**config.mk**
```make
export PLATFORM = sky130hd
export DESIGN_NAME = display_page_ctrl
export DESIGN_NICKNAME = d
export VERILOG_FILES = /design/src/rtl/display_pkg.sv /design/src/rtl/key_edge_sync.sv /design/src/rtl/display_page_ctrl.sv
export SDC_FILE = /design/constraint.sdc
export NUM_CORES = 1
export LEC_CHECK = 0
export ABC_AREA = 1
export CORE_AREA = 4 4 125 127
export CTS_CLUSTER_SIZE = 28
export DETAILED_ROUTE_END_ITERATION = 16
export DIE_AREA = 0 0 129 131
export GPL_ROUTABILITY_DRIVEN = 0
export PLACE_DENSITY_LB_ADDON = 0.05
export SYNTH_ARGS = -nofsm -noshare
export SYNTH_HDL_FRONTEND = slang
export SYNTH_SLANG_ARGS = --single-unit
export TNS_END_PERCENT = 20
```
**constraint.sdc**
```tcl
create_clock -name clk -period 2.3 [get_ports clk]
set_input_delay 0.46 -clock clk [delete_from_list [all_inputs] [get_ports clk]]
set_output_delay 0.46 -clock clk [all_outputs]
set_load 0.005 [all_outputs]
```
**src/rtl/display_pkg.sv**
```systemverilog
// Shared page/mode encodings and helpers for the HEX display sequencer.
package display_pkg;

  typedef enum logic [1:0] {
    PAGE_PRICES = 2'd0,
    PAGE_TRADES = 2'd1,
    PAGE_STATUS = 2'd2
  } page_t;

  typedef enum logic [1:0] {
    MODE_AUTO   = 2'd0,
    MODE_MANUAL = 2'd1,
    MODE_FLASH  = 2'd2,
    MODE_HALT   = 2'd3
  } mode_t;

  localparam int unsigned NUM_PAGES  = 3;
  localparam int unsigned NUM_DIGITS = 6;

  // Bits needed to count 0 .. ticks-1 (at least one bit).
  function automatic int unsigned cnt_width(input int unsigned ticks);
    return (ticks <= 2) ? 1 : $clog2(ticks);
  endfunction

  function automatic page_t next_page(input page_t p);
    if (32'(p) >= NUM_PAGES - 1)
      return PAGE_PRICES;
    return page_t'(p + 2'd1);
  endfunction

endpackage

```
**src/rtl/key_edge_sync.sv**
```systemverilog
// Two-flop synchronizer for an active-low pushbutton with a one-cycle press pulse.
module key_edge_sync (
  input  logic clk,
  input  logic resetn,
  input  logic key_n,
  output logic press
);

  logic meta, sync, sync_d;

  always_ff @(posedge clk) begin
    if (!resetn) begin
      meta   <= 1'b1;
      sync   <= 1'b1;
      sync_d <= 1'b1;
    end else begin
      meta   <= key_n;
      sync   <= meta;
      sync_d <= sync;
    end
  end

  assign press = sync_d & ~sync;

endmodule

```
**src/rtl/display_page_ctrl.sv**
```systemverilog
// Chooses the metric page driving the six HEX digits: auto-rotate, manual step, match flash, halt status.
// Optional DISP_SNAPSHOT_EN adds a freeze input that holds pages 0/1 on captured values.
module display_page_ctrl
  import display_pkg::*;
#(
  parameter int unsigned ROTATE_TICKS   = 100000000,
  parameter int unsigned MANUAL_TIMEOUT = 250000000,
  parameter int unsigned FLASH_TICKS    = 100000000,
  parameter int unsigned BLINK_TICKS    = 12500000
) (
  input  logic                    clk,
  input  logic                    resetn,
  input  logic                    key_n,
`ifdef DISP_SNAPSHOT_EN
  input  logic                    freeze,
`endif
  input  logic [7:0]              buy_price,
  input  logic [7:0]              sell_price,
  input  logic [7:0]              spread_now,
  input  logic [7:0]              trade_count,
  input  logic [1:0]              state,
  input  logic                    halt_signal,
  input  logic                    match_signal,
  output logic [4*NUM_DIGITS-1:0] digits,
  output logic [NUM_DIGITS-1:0]   blank,
  output logic [1:0]              page,
  output logic [1:0]              mode
);

  localparam int unsigned ROT_W   = cnt_width(ROTATE_TICKS);
  localparam int unsigned IDLE_W  = cnt_width(MANUAL_TIMEOUT);
  localparam int unsigned FLASH_W = cnt_width(FLASH_TICKS);
  localparam int unsigned BLINK_W = cnt_width(BLINK_TICKS);

  localparam logic [ROT_W-1:0]   ROT_LAST   = ROT_W'(ROTATE_TICKS - 1);
  localparam logic [IDLE_W-1:0]  IDLE_LAST  = IDLE_W'(MANUAL_TIMEOUT - 1);
  localparam logic [FLASH_W-1:0] FLASH_LAST = FLASH_W'(FLASH_TICKS - 1);
  localparam logic [BLINK_W-1:0] BLINK_LAST = BLINK_W'(BLINK_TICKS - 1);

  mode_t                mode_q;
  page_t                page_q;
  logic [ROT_W-1:0]     rot_cnt;
  logic [IDLE_W-1:0]    idle_cnt;
  logic [FLASH_W-1:0]   flash_cnt;
  logic [BLINK_W-1:0]   blink_cnt;
  logic                 blink_ph;
  logic [7:0]           last_match;
  logic                 press;

  logic [7:0] src_buy, src_sell, src_spread, src_trade;
  logic [4*NUM_DIGITS-1:0] digits_nxt;
  logic [NUM_DIGITS-1:0]   blank_nxt;

  key_edge_sync u_key (
    .clk    (clk),
    .resetn (resetn),
    .key_n  (key_n),
    .press  (press)
  );

`ifdef DISP_SNAPSHOT_EN
  logic       freeze_d;
  logic [7:0] snap_buy, snap_sell, snap_spread, snap_trade;
  logic       use_snap;

  always_ff @(posedge clk) begin
    if (!resetn) begin
      freeze_d    <= 1'b0;
      snap_buy    <= '0;
      snap_sell   <= '0;
      snap_spread <= '0;
      snap_trade  <= '0;
    end else begin
      freeze_d <= freeze;
      if (freeze && !freeze_d) begin
        snap_buy    <= buy_price;
        snap_sell   <= sell_price;
        snap_spread <= spread_now;
        snap_trade  <= trade_count;
      end
    end
  end

  // During the capture cycle the snapshot is still loading, so live values (identical) are shown.
  assign use_snap   = freeze & freeze_d;
  assign src_buy    = use_snap ? snap_buy    : buy_price;
  assign src_sell   = use_snap ? snap_sell   : sell_price;
  assign src_spread = use_snap ? snap_spread : spread_now;
  assign src_trade  = use_snap ? snap_trade  : trade_count;
`else
  assign src_buy    = buy_price;
  assign src_sell   = sell_price;
  assign src_spread = spread_now;
  assign src_trade  = trade_count;
`endif

  always_ff @(posedge clk) begin
    if (!resetn) begin
      mode_q     <= MODE_AUTO;
      page_q     <= PAGE_PRICES;
      rot_cnt    <= '0;
      idle_cnt   <= '0;
      flash_cnt  <= '0;
      blink_cnt  <= '0;
      blink_ph   <= 1'b0;
      last_match <= '0;
    end else begin
      if (match_signal)
        last_match <= sell_price;

      if (halt_signal) begin
        mode_q    <= MODE_HALT;
        page_q    <= PAGE_STATUS;
        rot_cnt   <= '0;
        idle_cnt  <= '0;
        flash_cnt <= '0;
        blink_cnt <= '0;
        blink_ph  <= 1'b0;
      end else if (mode_q == MODE_HALT) begin
        mode_q <= MODE_AUTO;
        page_q <= PAGE_PRICES;
      end else if (match_signal) begin
        mode_q    <= MODE_FLASH;
        page_q    <= PAGE_TRADES;
        rot_cnt   <= '0;
        idle_cnt  <= '0;
        flash_cnt <= '0;
        blink_cnt <= '0;
        blink_ph  <= 1'b0;
      end else begin
        case (mode_q)
          MODE_AUTO: begin
            if (press) begin
              mode_q   <= MODE_MANUAL;
              page_q   <= next_page(page_q);
              rot_cnt  <= '0;
              idle_cnt <= '0;
            end else if (rot_cnt == ROT_LAST) begin
              rot_cnt <= '0;
              page_q  <= next_page(page_q);
            end else begin
              rot_cnt <= rot_cnt + 1'b1;
            end
          end
          MODE_MANUAL: begin
            if (press) begin
              page_q   <= next_page(page_q);
              idle_cnt <= '0;
            end else if (idle_cnt == IDLE_LAST) begin
              mode_q   <= MODE_AUTO;
              rot_cnt  <= '0;
              idle_cnt <= '0;
            end else begin
              idle_cnt <= idle_cnt + 1'b1;
            end
          end
          MODE_FLASH: begin
            if (flash_cnt == FLASH_LAST) begin
              mode_q    <= MODE_AUTO;
              rot_cnt   <= '0;
              flash_cnt <= '0;
              blink_cnt <= '0;
              blink_ph  <= 1'b0;
            end else begin
              flash_cnt <= flash_cnt + 1'b1;
              if (blink_cnt == BLINK_LAST) begin
                blink_cnt <= '0;
                blink_ph  <= ~blink_ph;
              end else begin
                blink_cnt <= blink_cnt + 1'b1;
              end
            end
          end
          default: mode_q <= MODE_AUTO;
        endcase
      end
    end
  end

  always_comb begin
    digits_nxt = '0;
    blank_nxt  = '0;
    case (page_q)
      PAGE_PRICES: digits_nxt = {src_spread, src_sell, src_buy};
      PAGE_TRADES: begin
        digits_nxt = {src_trade, 8'h00, last_match};
        blank_nxt  = 6'b001100;
        if (mode_q == MODE_FLASH && blink_ph)
          blank_nxt[5:4] = 2'b11;
      end
      PAGE_STATUS: begin
        digits_nxt = {4'h0, 2'b00, state, 8'h00, 4'h0, 3'b000, halt_signal};
        blank_nxt  = 6'b001100;
      end
      default: blank_nxt = '1;
    endcase
  end

  always_ff @(posedge clk) begin
    if (!resetn) begin
      digits <= '0;
      blank  <= '1;
    end else begin
      digits <= digits_nxt;
      blank  <= blank_nxt;
    end
  end

  assign page = page_q;
  assign mode = mode_q;

endmodule

```
==> results.toml <==
[timing]
fin_crit_ns = 2.06
worst_pin_slew_ns = 0.520
hold_violations = 0
setup-tns-final_ns = 0
skew_ns = 0.00816
relSlewSlack_pct = 65.1
fin_ws_ns = 0.242
drv_slew = 0
max_freq_ghz = 0.486
post-route-period-util_pct = 89.5
setup_violations = 0
rsz0062_at_grt = "no"

[power_and_ir_drop]
ir_drop_v = 0.000519
p_leak_nw = 3.82
power_mw = 6.33
power.density_nw_per_um2 = 645

[cells_and_area]
drive_gt1_share_pct = 8.13
area_growth_pct = 21.1
fin_cells = 1550
nets = 1400
antenna_cells = 0
n_fill_cell = 1300

[logic_synthesis]
netlist_area_um2 = 8100
ys_top_cells_by_count = "nand2_1, nor2_1, inv_1"
yosysSeqAreaShare_pct = 36.8
synth_cells = 1254
async_flop_share_pct = 0
synth_edf_count = 0
synth.avg_cell_area_um2 = 6.46
yosys.area.top_type = "dfxtp_1"
ys_types = 42
yosys.cell_count.top_type = "nand2_1"
ys_warn_count = 0
synthTopCellsByArea = "dfxtp_1, nand2_1, nor2_1"
synth_top_area_share_pct = 36.8
syn-num-nets = 1301
ys_seq_elements = 149
ys.flop_type = "dfxtp_1"

[route]
ant_nets = 0
wl_per_cell_um = 13.3
totalWireLength_um = 20600
vias = 8120
drt_first_pass_iters = 5
vias_per_cell = 5.24
drc = 0
drtIter0Drc = 605

[setup_path]
cpMostUsedCell = "nand3_1"
rrSetupSlack_ns = 0.24
endpoint_kind = "register"
required_ns = 2.62
r2r-start = "rot_cnt[1]"
crit_type = "reg -> reg"
critPathSlowestCell = "nor3_1"
cp.arrival_ns = 2.37
regToRegEndpoint = "rot_cnt[24]"
critPathMaxStageDelay_ns = 0.43
crit_chain = "ha_1 -> nand3_1 -> nor2_2 -> nand3_1 -> nor3_1 -> nand4_1 -> a21oi_1 -> nor2_1"
crit_path_start_kind = "register"
rr_worst_depth = 8
cp_max_fo = 6

[clock_network]
cts_root_buf = "clkbuf_16"
clk_pin_slew_worst_paths_ns = 0.06
postCtsHoldBufs = 0
tritoncts = "built"
clockBufferDepth = 2
cts_buffers = 17
h-tree-depth = 4
clkSinkCount = 149
insertion_delay_ns = 0.42

[placed_design]
post-place-cells = 1518
dp_hpwl_um = 15300
port-buffer-count = 72
pre_cts_slack_ns = 0.0237

[global_routing]
antenna_found_initial = 0
grt_use_total_pct = 24.8
grt_pass1_vias = 7422
grt_max_degree = 25
grt_overflow_total = 0
grt_pass1_wl_um = 34600

[floorplanning]
rows = 44
fp.dieW_um = 129
die_h_um = 131
start_util_pct = 56.1
core_area_um2 = 14400
io_pins = 73
dieArea_um2 = 16900

[worst_hold_path]
min-delay-start = "u_key.meta"
hold_end = "u_key.sync"
min_path_cells = 1
hold_class = "reg -> reg"

[run]
max_cap_violations = 0

[outcome]
status = "complete, no violations"
[flip-flops by register name (all words and copies together), names as in the netlist]
| name | count |
|---|---|
| rot_cnt | 27 |
| page | 2 |
| flash_cnt | 27 |
| blink_cnt | 24 |
| idle_cnt | 28 |
| u_key.meta | 1 |
| mode | 2 |
| digits | 24 |
| u_key.sync_d | 1 |
| blink_ph | 1 |
| last_match | 8 |
| u_key.sync | 1 |
| blank | 3 |
[per-layer routing]
metal	GRT usage, %	vias to the layer above	routed length (um)	part of all wire [%]
li1	-	4187	-	-
met1	33.1	3664	9410	46
met2	41.4	241	9750	47
met3	4.88	28	1130	5.5
met4	6.61	0	323	1.6
met5	0	-	0	0
[layout make-up]
class | instances | area, um2 | area share (%)
clock buffers | 25 | 495 | 5.05
clock inverters | 7 | 118 | 1.20
inverters | 158 | 593 | 6.05
multi-input cells | 915 | 4340 | 44.3
flip-flops and latches | 149 | 2980 | 30.4
well taps | 184 | 230 | 2.35
repair buffers | 112 | 1050 | 10.7
[what timing repair did]
item	in CTS	in global routing
endpoints found under the setup margin	0	2
resized for setup	0	2
setup buffers	0	0
[where the power goes]
| group | internal (mW) | total (mW) | switching, mW |
|---|---|---|---|
| Sequential | 2.65 | 2.70 | 0.0426 |
| Combinational | 0.321 | 0.731 | 0.410 |
| Clock | 1.83 | 2.90 | 1.07 |
[worst max path at each step]
stage,from,end,slack [ns],cells past startpoint
global placement,match_signal,rot_cnt[10],0.06,10
finish,rot_cnt[1],rot_cnt[24],0.24,8
floorplan,mode[1],idle_cnt[13],0.47,12
detailed placement,match_signal,rot_cnt[10],0.02,10
global route,mode[0],blink_cnt[15],0.02,10
CTS,idle_cnt[0],rot_cnt[10],0.23,12
[critical path, delay by kind of cell (launching register included)]
family	cells	cell delay, ns
and+or+nand+nor	6	1.17
AOI/OAI and AO/OA	1	0.18
adders and majority gates	1	0.22
DFF	1	0.39
[cells in the final DEF (no fill, tap or decap), types with 3 or more instances in the layout]
master           instances
nand2_1                312
nor2_1                 224
inv_1                  154
dfxtp_1                149
nand3_1                 95
clkdlybuf4s50_1         72
a21oi_1                 56
nor3_1                  44
buf_4                   38
xor2_1                  36
nand4_1                 35
o21ai_0                 34
clkbuf_16               17
nor2_2                  13
nor4_1                   8
ha_1                     8
nand2_2                  7
or2_2                    6
inv_2                    4
nor3b_1                  4
clkbuf_1                 4
clkbuf_8                 4
nand3_4                  3
nand3b_1                 3
a211oi_1                 3
bufinv_16                3
[kinds of logic after synthesis]
kind of cell / synth area share [%]
DFF: 36.8
adders and majority gates: 1.24
AOI/OAI and AO/OA: 6.91
buffers and inverters: 9.58
and+or+nand+nor: 41.3
xor gates and xnor gates: 4.11
[stage by stage]
stage               instance area, um2  hold slack [ns]  utilization, %
floorplan                         8100            0.392               -
global placement                  9190            0.405            63.7
detailed placement                9190            0.401            63.7
CTS                               9800            0.416            68.0
global route                      9810            0.430            68.0
finish                            9810            0.412            68.0
Power figures use the tool's default switching activity.
